`src/rtl/eprom2716_prog_ctrl_if.sv`:
```
// eprom2716_prog_ctrl_if: host command port of the 2716 read/program sequencer
interface eprom2716_prog_ctrl_if;
  logic start;
  logic prog;
  logic [10:0] addr;
  logic [7:0] wdata;
  logic busy;
  logic done;
  logic fail;
  logic [7:0] rdata;
  modport master(output start, prog, addr, wdata, input busy, done, fail, rdata);
  modport slave(input start, prog, addr, wdata, output busy, done, fail, rdata);
endinterface

```
`src/rtl/eprom2716_prog_ctrl.sv`:
```
// eprom2716_prog_ctrl: reads and programs a 2716 EPROM with verify and bounded re-pulsing
module eprom2716_prog_ctrl #(
  parameter int VPP_SETTLE = 16,
  parameter int SETUP_CYC = 4,
  parameter int PULSE_CYC = 200000,
  parameter int HOLD_CYC = 4,
  parameter int READ_CYC = 3,
  parameter int MAX_TRY = 25,
  parameter int CNT_W = 20
) (
  input  logic clk,
  input  logic rst,
  eprom2716_prog_ctrl_if.slave host,
  output logic [10:0] e_a,
  output logic [7:0] e_d_out,
  output logic e_d_oe,
  input  logic [7:0] e_d_in,
  output logic e_cs_n,
  output logic e_oe_n,
  output logic e_vpp
);
  typedef enum logic [3:0] {IDLE, RD, VPP_ON, SETUP, PULSE, HOLD, VFY, CHECK, DONE} state_t;
  localparam int TRY_W = $clog2(MAX_TRY + 1);
  state_t state, state_nx;
  logic [CNT_W-1:0] tmr, tmr_ld;
  logic [TRY_W-1:0] try_cnt;
  logic [7:0] rdata_q;
  logic fail_q, t_end, vfy_turn;
  assign t_end = tmr == '0;
  // first VFY cycle only releases the data bus before OE_n drops
  assign vfy_turn = state == VFY && tmr == CNT_W'(READ_CYC);
  always_comb begin
    state_nx = state;
    case (state)
      IDLE:   state_nx = host.start ? (host.prog ? VPP_ON : RD) : IDLE;
      RD:     state_nx = t_end ? DONE : RD;
      VPP_ON: state_nx = t_end ? SETUP : VPP_ON;
      SETUP:  state_nx = t_end ? PULSE : SETUP;
      PULSE:  state_nx = t_end ? HOLD : PULSE;
      HOLD:   state_nx = t_end ? VFY : HOLD;
      VFY:    state_nx = t_end ? CHECK : VFY;
      CHECK:  state_nx = (rdata_q == e_d_out || try_cnt >= TRY_W'(MAX_TRY)) ? DONE : SETUP;
      default: state_nx = IDLE;
    endcase
  end
  always_comb begin
    tmr_ld = '0;
    case (state_nx)
      RD:     tmr_ld = CNT_W'(READ_CYC - 1);
      VPP_ON: tmr_ld = CNT_W'(VPP_SETTLE - 1);
      SETUP:  tmr_ld = CNT_W'(SETUP_CYC - 1);
      PULSE:  tmr_ld = CNT_W'(PULSE_CYC - 1);
      HOLD:   tmr_ld = CNT_W'(HOLD_CYC - 1);
      VFY:    tmr_ld = CNT_W'(READ_CYC);
      default: tmr_ld = '0;
    endcase
  end
  always_ff @(posedge clk or posedge rst)
    if (rst) begin
      state <= IDLE;
      tmr <= '0;
      try_cnt <= '0;
      rdata_q <= '0;
      fail_q <= 1'b0;
      e_a <= '0;
      e_d_out <= '0;
    end else begin
      state <= state_nx;
      tmr <= (state_nx != state) ? tmr_ld : (t_end ? tmr : tmr - 1'b1);
      if (state == IDLE && host.start) begin
        e_a <= host.addr;
        e_d_out <= host.wdata;
        try_cnt <= '0;
        fail_q <= 1'b0;
      end
      if (state_nx == PULSE && state != PULSE) try_cnt <= try_cnt + 1'b1;
      if ((state == RD || state == VFY) && t_end) rdata_q <= e_d_in;
      if (state == CHECK && state_nx == DONE) fail_q <= rdata_q != e_d_out;
    end
  // pins decode straight from the state so an async reset makes them safe at once
  assign e_vpp = state inside {VPP_ON, SETUP, PULSE, HOLD, VFY, CHECK};
  assign e_cs_n = !(state inside {RD, VPP_ON, HOLD, VFY});
  assign e_oe_n = !(state == RD || (state == VFY && !vfy_turn));
  assign e_d_oe = state inside {VPP_ON, SETUP, PULSE, HOLD};
  assign host.busy = state != IDLE && state != DONE;
  assign host.done = state == DONE;
  assign host.fail = fail_q;
  assign host.rdata = rdata_q;
  a_no_fight: assert property (@(posedge clk) disable iff (rst) !(e_d_oe && !e_oe_n));
  a_vpp_safe: assert property (@(posedge clk) disable iff (rst) (state inside {IDLE, RD}) |-> !e_vpp);
  a_addr_hold: assert property (@(posedge clk) disable iff (rst) (host.busy && $past(host.busy)) |-> $stable(e_a));
endmodule

```
`src/flat_wrapper.sv`:
```
// flat-port wrapper written by rule: the top's interface ports become plain ports
module eprom2716_prog_ctrl_flat 
#(
  parameter int VPP_SETTLE = 16,
  parameter int SETUP_CYC = 4,
  parameter int PULSE_CYC = 200000,
  parameter int HOLD_CYC = 4,
  parameter int READ_CYC = 3,
  parameter int MAX_TRY = 25,
  parameter int CNT_W = 20
)
  (clk, rst, e_a, e_d_out, e_d_oe, e_d_in, e_cs_n, e_oe_n, e_vpp, host_start, host_prog, host_addr, host_wdata, host_busy, host_done, host_fail, host_rdata);
  eprom2716_prog_ctrl_if host_i ();
  input  logic clk;
  input  logic rst;
  output logic [10:0] e_a;
  output logic [7:0] e_d_out;
  output logic e_d_oe;
  input  logic [7:0] e_d_in;
  output logic e_cs_n;
  output logic e_oe_n;
  output logic e_vpp;
  input wire logic [$bits(host_i.start)-1:0] host_start;
  input wire logic [$bits(host_i.prog)-1:0] host_prog;
  input wire logic [$bits(host_i.addr)-1:0] host_addr;
  input wire logic [$bits(host_i.wdata)-1:0] host_wdata;
  output wire logic [$bits(host_i.busy)-1:0] host_busy;
  output wire logic [$bits(host_i.done)-1:0] host_done;
  output wire logic [$bits(host_i.fail)-1:0] host_fail;
  output wire logic [$bits(host_i.rdata)-1:0] host_rdata;
  assign host_i.start = host_start;
  assign host_i.prog = host_prog;
  assign host_i.addr = host_addr;
  assign host_i.wdata = host_wdata;
  assign host_busy = host_i.busy;
  assign host_done = host_i.done;
  assign host_fail = host_i.fail;
  assign host_rdata = host_i.rdata;
  eprom2716_prog_ctrl #(.VPP_SETTLE(VPP_SETTLE), .SETUP_CYC(SETUP_CYC), .PULSE_CYC(PULSE_CYC), .HOLD_CYC(HOLD_CYC), .READ_CYC(READ_CYC), .MAX_TRY(MAX_TRY), .CNT_W(CNT_W)) u_core (.clk(clk), .rst(rst), .host(host_i), .e_a(e_a), .e_d_out(e_d_out), .e_d_oe(e_d_oe), .e_d_in(e_d_in), .e_cs_n(e_cs_n), .e_oe_n(e_oe_n), .e_vpp(e_vpp));
endmodule
```
`config.mk`:
```
export PLATFORM = sky130hd
export DESIGN_NAME = eprom2716_prog_ctrl_flat
export DESIGN_NICKNAME = d
export VERILOG_FILES = /design/src/rtl/eprom2716_prog_ctrl_if.sv /design/src/rtl/eprom2716_prog_ctrl.sv /design/src/flat_wrapper.sv
export SDC_FILE = /design/constraint.sdc
export NUM_CORES = 1
export LEC_CHECK = 0
export BUFFER_PORTS_ARGS = -buffer_cell sky130_fd_sc_hd__buf_2
export CAP_MARGIN = 5
export CORE_ASPECT_RATIO = 0.6
export CORE_UTILIZATION = 50
export CTS_CLUSTER_SIZE = 14
export DETAILED_ROUTE_END_ITERATION = 12
export GPL_TIMING_DRIVEN = 0
export PLACE_DENSITY = 0.79
export SETUP_SLACK_MARGIN = 0.02
export SYNTH_ARGS = -nofsm -noshare
export SYNTH_HDL_FRONTEND = slang
export SYNTH_SLANG_ARGS = --single-unit
export TNS_END_PERCENT = 30
```
`constraint.sdc`:
```
create_clock -name clk -period 3.5 [get_ports clk]
set_input_delay 0.525 -clock clk [delete_from_list [all_inputs] [get_ports clk]]
set_output_delay 0.525 -clock clk [all_outputs]
set_load 0.01 [all_outputs]
```
* Word level (Yosys, flattened, before mapping)
Index checks and enable logic that the tools add are counted.
W data, S select, Z words.
** Word-level totals
- Memories :: 0
- Output and inout bits :: 34
- Bits in registers :: 57
- Latch bits :: 0
- Logic and storage cells :: 71
- ROM bits :: 0
- Memory bits (writable) :: 0
** Cells by class
- Multiply operators :: 0
- Div/mod/pow operators :: 0
- Bitwise gates (word level) :: 0
- $add $sub $neg :: 2
- Muxes and demuxes :: 17
- Equal/unequal tests :: 22
- Shift operators :: 0
- Reduce and logical (&&, ||, !) cells :: 22
- $lt $le $gt $ge :: 1
** Operator list (number)
- $pmux W18 S4 :: 1
- $mux W20 :: 2
- $pmux W4 S8 :: 1
- $eq A4 B3 Y1 const B :: 7
- $eq A20 B2 Y1 const B :: 1
- $logic_not A20 Y1 :: 1
- $sub A20 B1 Y20 const B :: 1
- $eq A4 B2 Y1 const B :: 4
- $mux W4 :: 3
- $reduce_bool A4 Y1 :: 3
- $mux W5 :: 2
- $eq A4 B1 Y1 const B :: 2
- $eq A4 B4 Y1 const B :: 2
- $eq A8 B8 Y1 :: 1
- $ne A8 B8 Y1 :: 1
- $logic_and A1 B1 Y1 :: 7
- $reduce_bool A6 Y1 :: 1
- $add A5 B1 Y5 const B :: 1
- $ge A5 B5 Y1 const B :: 1
- $mux W1 :: 5
- $logic_not A4 Y1 :: 1
- $mux W2 :: 2
- $ne A4 B3 Y1 const B :: 1
- $ne A4 B4 Y1 :: 1
- 7 further kinds :: 12

* Longest topological paths before layout
Gate-level depths: netlist of run 1.
- Depth after elaboration :: 8
- Gate-level depth with buffers :: 10
- Gate-level depth less buffers :: 9

* Least setup slack after synthesis of run 1
OpenSTA, ideal clock, no wires.
- Kind :: flip-flop to flip-flop
- From :: reg u_core.tmr[0]
- To :: reg u_core.tmr[0]
- Setup slack :: 1.025 ns
- Required time :: 3.375 ns
- Data arrival time :: 2.350 ns
- Library setup time :: 0.125 ns
- Path buffers :: 0
- Cell stages (with the launch flop) :: 10
- Cell sequence :: dfrtp_1 -> inv_1 -> ha_1 -> nor3b_2 -> nand3_4 -> nor2_8 -> mux2_2 -> o31a_1 -> o2bb2ai_1 -> mux2_4
** On the way
- Word-level cells in the longest chain between the ends :: 7
- Elaborated cells between the ends (all ways) :: 21
- Classes of those cells :: add/sub (1); eq/ne (8); mux (10); reduce/logical (2)
** RTL lines
- from (decl) :: RTL line eprom2716_prog_ctrl.sv:25 : logic [CNT_W-1:0] tmr, tmr_ld;
- from (signal assigned) :: RTL line eprom2716_prog_ctrl.sv:69 : tmr <= (state_nx != state) ? tmr_ld : (t_end ? tmr : tmr - 1'b1);
- $logic_not A20 Y1 :: RTL line eprom2716_prog_ctrl.sv:29 : assign t_end = tmr == '0;
- $mux W1 (tied with other cells) :: RTL line eprom2716_prog_ctrl.sv:37, eprom2716_prog_ctrl.sv:39, eprom2716_prog_ctrl.sv:41
- $pmux W4 S8 :: RTL line eprom2716_prog_ctrl.sv:34 : case (state)
- $eq A4 B2 Y1 or $eq A4 B3 Y1 (tied branches) :: RTL line eprom2716_prog_ctrl.sv:48 : case (state_nx)
- $reduce_or A3 Y1 (no line)
- $pmux W18 S4 :: RTL line eprom2716_prog_ctrl.sv:48
- $mux W20 :: RTL line eprom2716_prog_ctrl.sv:69
Parallel ways exist; a longest one is shown, timed or not. The select of a mux whose other input is x is not followed.
A chain may end at the register's enable or synchronous reset.

* Final worst setup path of run 1
Ends and elaborated chain as after synthesis.

==> results of run 1 <==
## sequential cells by signal, indices dropped and copies added (netlist names)
signal	count
u_core.state	4
u_core.try_cnt	5
u_core.e_d_out	8
u_core.tmr	20
u_core.e_a	11
u_core.host.rdata	8
u_core.host.fail	1
## report_power, final
| group | switching, mW | internal [mW] |
|---|---|---|
| sequential | 0.00448 | 0.664 |
| combinational | 0.0254 | 0.0234 |
| clock | 0.255 | 0.401 |
## cell families after synthesis
kind of cell / synth area share
compound gates: 0.104
xor+xnor: 0.0760
fa+ha+maj: 0.0167
buf+inv: 0.0267
flops: 0.476
mux: 0.120
simple gates: 0.180
## synth_stat cells (2+ instances only)
cell type                   instances  area share
sky130_fd_sc_hd__nand3b_1           3      0.0075
sky130_fd_sc_hd__nor4_1             7       0.015
sky130_fd_sc_hd__nand4_1            5       0.010
sky130_fd_sc_hd__ha_1               4       0.017
sky130_fd_sc_hd__a31oi_1            3      0.0063
sky130_fd_sc_hd__o31ai_1            4       0.010
sky130_fd_sc_hd__nand2b_1           4      0.0084
sky130_fd_sc_hd__dfrtp_1           57        0.48
sky130_fd_sc_hd__nor3_1             5      0.0084
sky130_fd_sc_hd__o2bb2ai_1          3      0.0088
sky130_fd_sc_hd__o31a_1             3      0.0088
sky130_fd_sc_hd__mux2_1             3       0.011
sky130_fd_sc_hd__clkbuf_1           5      0.0063
sky130_fd_sc_hd__xnor2_1           19       0.056
sky130_fd_sc_hd__and2_1             3      0.0063
sky130_fd_sc_hd__or2_2              2      0.0042
sky130_fd_sc_hd__nand3_1            8       0.013
sky130_fd_sc_hd__mux2i_1            3       0.010
sky130_fd_sc_hd__inv_1              7      0.0088
sky130_fd_sc_hd__o21bai_1           2      0.0050
sky130_fd_sc_hd__mux2_2            25       0.094
sky130_fd_sc_hd__o21ai_0           16       0.027
sky130_fd_sc_hd__xor2_1             7       0.020
sky130_fd_sc_hd__nand2_1           15       0.019
sky130_fd_sc_hd__nor2_1            32       0.040
sky130_fd_sc_hd__a21o_1             3      0.0075
sky130_fd_sc_hd__and3_1             3      0.0063
sky130_fd_sc_hd__buf_2              4      0.0067
## final timing paths
check                                  start              endpoint  slack (ps)  depth (start not counted)
hold reg to reg            u_core.try_cnt[4]     u_core.try_cnt[4]         480                          1
setup / recovery               u_core.tmr[0]         u_core.tmr[0]         730                          9
min in group clk                   e_d_in[4]  u_core.host.rdata[4]         400                          2
setup reg to reg               u_core.tmr[0]         u_core.tmr[0]         730                          9
hold / removal                           rst     u_core.try_cnt[0]         230                          2
max in group asynchronous                rst        u_core.tmr[13]        2710                          3
## layer usage
layer | up-vias | track usage
li1 | 1150 | -
met1 | 1172 | 0.358
met2 | 85 | 0.361
met3 | 7 | 0.0604
met4 | 0 | 0.0837
met5 | - | 0
## through the flow
| step | setup slack (ps) | total power, mW | util | hold WS [ps] | instance area, sq um |
|---|---|---|---|---|---|
| CTS | 761 | 1.38 | 0.643 | 234 | 3650 |
| finish | 729 | 1.37 | 0.643 | 226 | 3650 |
| global placement | 795 | 0.725 | 0.602 | 469 | 3420 |
| floorplan | 1020 | 0.700 | - | 446 | 3000 |
| global route | 580 | 1.42 | 0.643 | 263 | 3650 |
| detailed placement | 770 | 0.730 | 0.605 | 471 | 3440 |
## layout make-up
class                      instances  area (sq um)  share of cell area
multi-input combinational        203          1490               0.408
inverter                           8          30.0             0.00823
clock buffer                      13           179              0.0490
buffer                            10          50.0              0.0137
clock inverter                     2          35.0             0.00960
timing repair buffer              65           340              0.0932
sequential                        57          1430               0.391
tap                               80           100              0.0274
==> run summary, run 1 <==
The flow ran to the end, and the final reports show no timing, DRC or antenna violations. The run gives 9 as the total CTS buffers. Number of top-level design ports: 65. The floorplan step defined a die boundary enclosing 6310 sq um.

The highest metal layer carrying signal wires in the routed design is met4. The tools report the count of hold buffers inserted by post-cts repair as 0. After detailed routing, the met3 layer carries 443 microns of wire.

On the final layout, the worst clock skew is 5.24 ps. The worst hold path class is in -> async. STA puts the critical path data required time at 3720 ps. The post-route fraction of the period consumed by the critical path was 0.792; the first-pass detailed-route iteration total was 5. The run gives 5680 sq um as the core outline area.

The tools report the insertion delay to the later sink of the worst-skew pair as 340 ps. The run gives 51 as the distinct cell type count after synthesis. The leakage power figure is 1.73 nW, and the post-layout net count is 389. The post-synthesis instance area was 3000 sq um; the initial standard-cell utilization of the core was 0.528. The count of filler cells inserted in the layout was 443; the worst max-slew margin expressed relative to the limit was 0.615. The count of non-filler cells in the finished layout was 438; the placed instance count was 423. The number of maximum-capacitance constraint violations was 0; the async set-reset flop share out of synthesis was 1.00.

Gates resized during post-CTS repair numbered 0. The run gives 2414 as the total vias in the final route. Counting every instance in the synthesized netlist gives 278. Setup repair after global routing left no endpoint under its margin.

The slowest stage of the critical path is the sky130_fd_sc_hd__nor3b_2 cell. The number of setup buffers added after CTS is 0. The Yosys step of the flow raised 0 warnings. After routing, the total negative slack on setup checks comes to 0 ps. The worst path needs 2770 ps of the cycle, external delays included. The total of buffers placed on input and output ports works out to 64. The number of antenna diodes in the final layout is 0. The number of flops mapped to enable cells by yosys came out at 0.

The detail route stage leaves a number of antenna-violating nets equal to 0. The worst setup path is of the reg -> reg kind. The net count after synthesis was 313; the total power per unit cell area was 376 nW/um^2. Data arrives at the worst endpoint at 2990 ps.

The detailed-route wire length per cell came out at 15.8 microns. For the peak clock frequency supported by timing, the log shows 361 MHz. The hold violation total from the final report was 0; the met1 routed wirelength after detailed routing was 3430 microns.

The tools report the sum of met2 wire segment lengths after detailed routing as 2970 microns. The run gives 0 as the number of antenna violations at the first check in global routing. The kind of start point of the critical path is a flop. The buffering stage count on the worst path with inverters included was 1; the global placement routability congestion was 0.887. The worst-case IR drop observed on VDD is 0.244 mV.

Synthesis inferred 57 register bits. Wires add up to 6910 microns. Number of global-route vias before repair: 2307. Using the TritonRoute via totals, the vias-per-cell ratio works out to 5.51.

At the pin with the least slew margin, the transition time is 578 ps. The top cell types in the final layout, fill and taps aside, are sky130_fd_sc_hd__buf_2, sky130_fd_sc_hd__dfrtp_1, sky130_fd_sc_hd__nor2_1. The first global-routing pass estimated 11300 microns of wire. The run gives 34 as the maximum number of pins on one net before global-route repair.

After clock tree synthesis, the clock-pin slew on the worst setup and hold paths is 60 ps. The tree is rooted in a sky130_fd_sc_hd__clkbuf_8. The global router's overall resource usage was 0.246.

The initial detailed-routing violation count is 148, and the leftover overflow at the end of global routing is 0. Leaving out fill and tap cells, the most frequent cell in the layout is sky130_fd_sc_hd__buf_2. Row generation in the floorplan step produced 21 rows. In this run the vertical extent of the chip is 62.0 microns. Along the worst path, the maximum fanout reaches 10. For the count of pins over their slew limit, the log shows 0. The longest individual stage delay on the worst path works out to 440 ps.

The tools report the remaining routing DRC violations as 0. The critical path goes through inv_1, ha_1, nor3b_2, nand3_4, nor2_8, mux2_2, o31a_1, o2bb2ai_1, mux2_4. Flip-flop cell with the highest count after synthesis: sky130_fd_sc_hd__dfrtp_1. STA classifies the critical path endpoint as a flop.

The wire-length estimate of the detail-placed layout is 5130 microns. The cell family contributing the most delay on the critical path is simple AND/OR/NAND/NOR gates. The ratio of cells with drive above 1 in the final layout is 0.341. Each instance of the synthesized netlist takes up on average 10.8 sq um. TritonCTS built the clock tree.

The clock tree synthesis step divided the H-tree into 3 levels. Setup violations remaining at the end of the flow were counted as 0. The logs give 57 for the number of sinks on the clock net and 2 for the number of buffers on the longest clock path. The die boundary width works out to 102 microns. The layout overhead on the synthesized area is 21.8%. The tools report the sequential share of the synthesized area as 0.476.
No activity file was read; power rests on OpenSTA's default activity.
==> inputs of run 2 (changes only) <==
ABC_AREA = 1   (was default)
clock period = 2.6 ns   (was 3.5 ns; I/O delays follow)
==> run 2 against run 1 <==
First-iteration DRC count grew 2.7%. Fmax is 17% higher. Clock skew grew 2.4 ps. Register-to-register slack got worse by 500 ps. Cell count grew 25%. Wire length grew 3.1%. Combinational power grew 38%. Setup slack got worse by 500 ps. Core utilization increased by 0.89 points. Non-clock buffer count unchanged. Synthesized cell count grew 38%. Design area grew 3.3%. Highest routed layer unchanged.
==> run summary, run 2 <==
Share of synthesized area spent on multiplexers: 0.0254 (-0.0949). The synthesized-area fraction occupied by ao, oa, aoi and oai cells was 0.0519 (-0.0517); the insertion delay to the later sink of the worst-skew pair was 340 ps (about the same). The detailed placement HPWL came out at 5470 microns (+6.5%). The worst clock skew came out at 7.60 ps (+2.36 ps).

The worst register-to-register path begins at u_core.tmr[0]. Setup repair after global routing left no endpoint under its margin. The placed instance count was 528 (+25%); the post-layout net count was 496 (+28%). The distinct cell type count after synthesis is 34 (-33%), and the total CTS buffers is 9 (unchanged). The critical path ends at u_core.tmr[0]. The count of pins over their slew limit came out at 0 (unchanged). The hold violation total from the final report is 0 (unchanged). The critical path is of the reg -> reg type. The number of maximum-capacitance constraint violations is 0 (unchanged).

The total number of H-tree levels was 3 (unchanged). The instance count of the mapped netlist is 383 (+38%). The most frequent cell after synthesis is sky130_fd_sc_hd__nand2_1. The number of cells on the worst reg-to-reg path is 15 (+6), and the number of top-level design ports is 65 (unchanged). The number of warnings issued by yosys is 0 (unchanged). The longest individual stage delay on the worst path works out to 410 ps (-30 ps).

The tools report the endpoint kind of the worst setup timing path as a flop. The peak clock frequency supported by timing came out at 422 MHz (+17%). The final standard cell utilization of the core was 0.652 (+0.00887); the net count after synthesis was 418 (+34%). The run gives 0 ps (unchanged) as the setup TNS.

The library cell contributing the largest single delay on the critical path is sky130_fd_sc_hd__dfrtp_1. Xor and xnor fraction of the mapped netlist area: 0.0733 (-0.00275). The flip-flop cell with the highest count after synthesis is sky130_fd_sc_hd__dfrtp_1. The run gives 57 (unchanged) as the number of sinks on the clock net. The tools report the largest vdd supply drop as 0.325 mV (+33%). The run gives 2600 ps (-390 ps) as the data arrival time at the worst-slack endpoint. TritonCTS built the clock tree. The residual antenna-violating net count after detailed routing was 0 (unchanged); the number of antenna violations at the first check in global routing was 0 (unchanged).

The setup slack after placement was 5.93 ps (-764 ps); the layout overhead on the synthesized area was 21.3%. The run gives 6550 sq um (+3.7%) as the floorplan die area. The leftover overflow at the end of global routing is 0 (unchanged), and the count of filler cells inserted in the layout is 507 (+14%). The share of Yosys cell area claimed by the top area cell type was 0.459 (-0.0173). The run finished with clean final reports.

Highest fanout seen on the critical path: 10 (unchanged). The mean cell area of the mapped netlist is 8.11 sq um (-25%). The kind of start point of the critical path is a flop. The run gives 0 (unchanged) as the diode insertion count for antenna repair.

The reg-to-reg setup timing slack is 230 ps (-500 ps). The cell at the root of the clock tree is sky130_fd_sc_hd__clkbuf_8. In the layout the commonest cells are sky130_fd_sc_hd__nand2_1, sky130_fd_sc_hd__buf_2, sky130_fd_sc_hd__dfrtp_1. In this run the worst setup path begins at u_core.tmr[0].

The wire length on met3 came out at 452 microns (+2.0%). The ratio of cells with drive above 1 in the final layout was 0.247 (-0.0940); the post-synthesis share of cell area spent on full adders, half adders and majority gates was 0.0161 (-0.000605). After synthesis, the largest family of logic cells by area is simple AND/OR/NAND/NOR gates. For the count of non-filler cells in the finished layout, the log shows 546 (+25%). The tools report the number of global-route vias before repair as 2561 (+11%). The leakage power figure was 2.01 nW (+17%); the count of hold buffers inserted by post-cts repair was 0 (unchanged). Top layer used by detailed routing: met4. The post-synthesis cell type with the largest combined area is sky130_fd_sc_hd__dfrtp_1.

The global placement routability congestion was 0.866 (-2.4%). The die boundary width is 104 microns (+1.8%). The transition time at the pin with the least slew margin is 828 ps (+250 ps).

Worst hold path class: in -> async. The maximum number of pins on one net before global-route repair is 41 (+21%). The least setup slack across all paths after layout is 228 ps (-502 ps). By count the netlist is led by sky130_fd_sc_hd__nand2_1, sky130_fd_sc_hd__dfrtp_1, sky130_fd_sc_hd__nor2_1. The worst flop-to-flop path endpoint is u_core.tmr[0].

The average vias per placed instance came out at 5.02 (-8.9%). The run gives 7120 microns (+3.1%) as the routed wire length. The flip-flop count of the largest register, all copies and words added came out at 20 (unchanged). The largest registers in the layout are u_core.tmr: 20 flops, u_core.e_a: 11 flops. The number of buffers on the longest clock path was 2 (unchanged). The post-synthesis instance area is 3110 sq um (+3.8%).

Counting flops per register, the top entry is u_core.tmr. The total of endpoints with negative setup slack in the final report was 0 (unchanged); the sequential share of the synthesized area was 0.459 (-0.0173). The async set-reset flop share out of synthesis is 1.00 (unchanged), and the worst max-slew margin expressed relative to the limit is 0.444 (-0.170).

The total of buffers placed on input and output ports was 64 (unchanged); the basic-gate share of the synthesized area counting and, or, nand and nor cells was 0.312 (+0.132). The tools report the total vias in the final route as 2740 (+14%). Number of flops mapped to enable cells by yosys: 0 (unchanged).

The worst slack on hold paths is 32.8 ps (-193 ps), and the total power per unit cell area is 460 nW/um^2 (+22%). The sum of met2 wire segment lengths after detailed routing is 2920 microns (-1.6%), and the met1 routed wirelength after detailed routing is 3670 microns (+7.0%). The critical path data required time came out at 2830 ps (-890 ps). For the first-pass GRT wire length, the log shows 12100 microns (+7.1%). Traced cell by cell, the critical path runs through inv_2, ha_4, nand2_4, nor2_8, nand3_4, buf_6, nand2_2, nand3b_1, nand2_1, nand2_2, a21oi_4, nand2_4, buf_6, nand2_1, o21ai_1.

The clock slew seen by the registers of the worst setup and hold paths came out at 70 ps (about the same). The synthesis-stage register bit count is 57 (unchanged). The post-route fraction of the period consumed by the critical path was 0.912 (+0.121); the placement row count was 21 (unchanged). The global router's overall resource usage was 0.239 (-0.00654); the first-pass detailed-route iteration total was 4 (-1). The library cell used most frequently in the layout, excluding fill and tap cells, is sky130_fd_sc_hd__nand2_1. The initial standard-cell utilization of the core is 0.538 (+0.00988). The core outline area was 5780 sq um (+1.9%); the final critical-path required period was 2370 ps (-398 ps). Sorting the synthesized cells by area gives the leading types as sky130_fd_sc_hd__dfrtp_1, sky130_fd_sc_hd__nand2_1, sky130_fd_sc_hd__nor2_1. The detailed-route wire length per cell works out to 13.0 microns (-17%).

The die boundary height was 63.1 microns (+1.8%); the initial detailed-routing violation count was 152 (+2.7%). The run gives 0 (unchanged) as the remaining routing DRC violations.
[run 2: metrics by stage]
stage / power [mW] / cell area [sq um]
global route: 1.81 / 3770
floorplan: 0.943 / 3110
CTS: 1.76 / 3750
detailed placement: 0.984 / 3550
finish: 1.73 / 3770
global placement: 0.979 / 3530
[run 2: area by class of cell]
| cell class | count | area [sq um] | area share |
|---|---|---|---|
| plain buffers | 8 | 46.3 | 0.0123 |
| clock inverters | 6 | 50.0 | 0.0133 |
| inverters | 39 | 146 | 0.0388 |
| flip-flops and latches | 57 | 1430 | 0.378 |
| clock buffers | 10 | 138 | 0.0365 |
| repair buffers | 67 | 355 | 0.0943 |
| well taps | 80 | 100 | 0.0266 |
| multi-input cells | 279 | 1510 | 0.400 |
[run 2: cell families after synthesis]
kind of cell	count (synthesis)
AO/OA/AOI/OAI	27
buffers and inverters	47
adder cells (fa/ha/maj)	4
AND/OR/NAND/NOR	215
multiplexers	7
XOR/XNOR	26
flip-flops	57
[run 2: repair_timing]
item                       CTS  global route
pin swaps                    1             1
hold endpoints to repair     0             0
setup buffers                2             0
setup endpoints to repair    7            19
gates resized for setup      0             4
cloned                       0             0
[run 2: power breakdown]
group / switching [mW] / total [mW] / internal (mW)
registers: 0.00573 / 0.898 / 0.893
clock network: 0.385 / 0.767 / 0.382
logic: 0.0355 / 0.0673 / 0.0319
[run 2: critical path, delay by kind of cell, from the launching register on]
kind / cells / cell delay [ps]
buffers and inverters: 3 / 440
AND/OR/NAND/NOR: 9 / 920
flip-flops: 1 / 410
AO/OA/AOI/OAI: 2 / 300
adder cells (fa/ha/maj): 1 / 180
[run 2: worst min path at each step]
stage                 startpoint  slack (ps)           endpoint
2_1_floorplan  u_core.try_cnt[4]         500  u_core.try_cnt[4]
3_3_place_gp       u_core.e_a[5]         460      u_core.e_a[5]
3_5_place_dp                 rst         400      u_core.tmr[9]
4_1_cts                      rst          30      u_core.tmr[9]
5_1_grt                      rst          50      u_core.tmr[9]
6_report                     rst          30      u_core.tmr[9]
[run 2: metal layers]
metal  GRT usage  up-vias
met2       0.334       97
li1            -     1365
met1       0.354     1271
met4      0.0768        0
met3      0.0704        7
met5           0        -
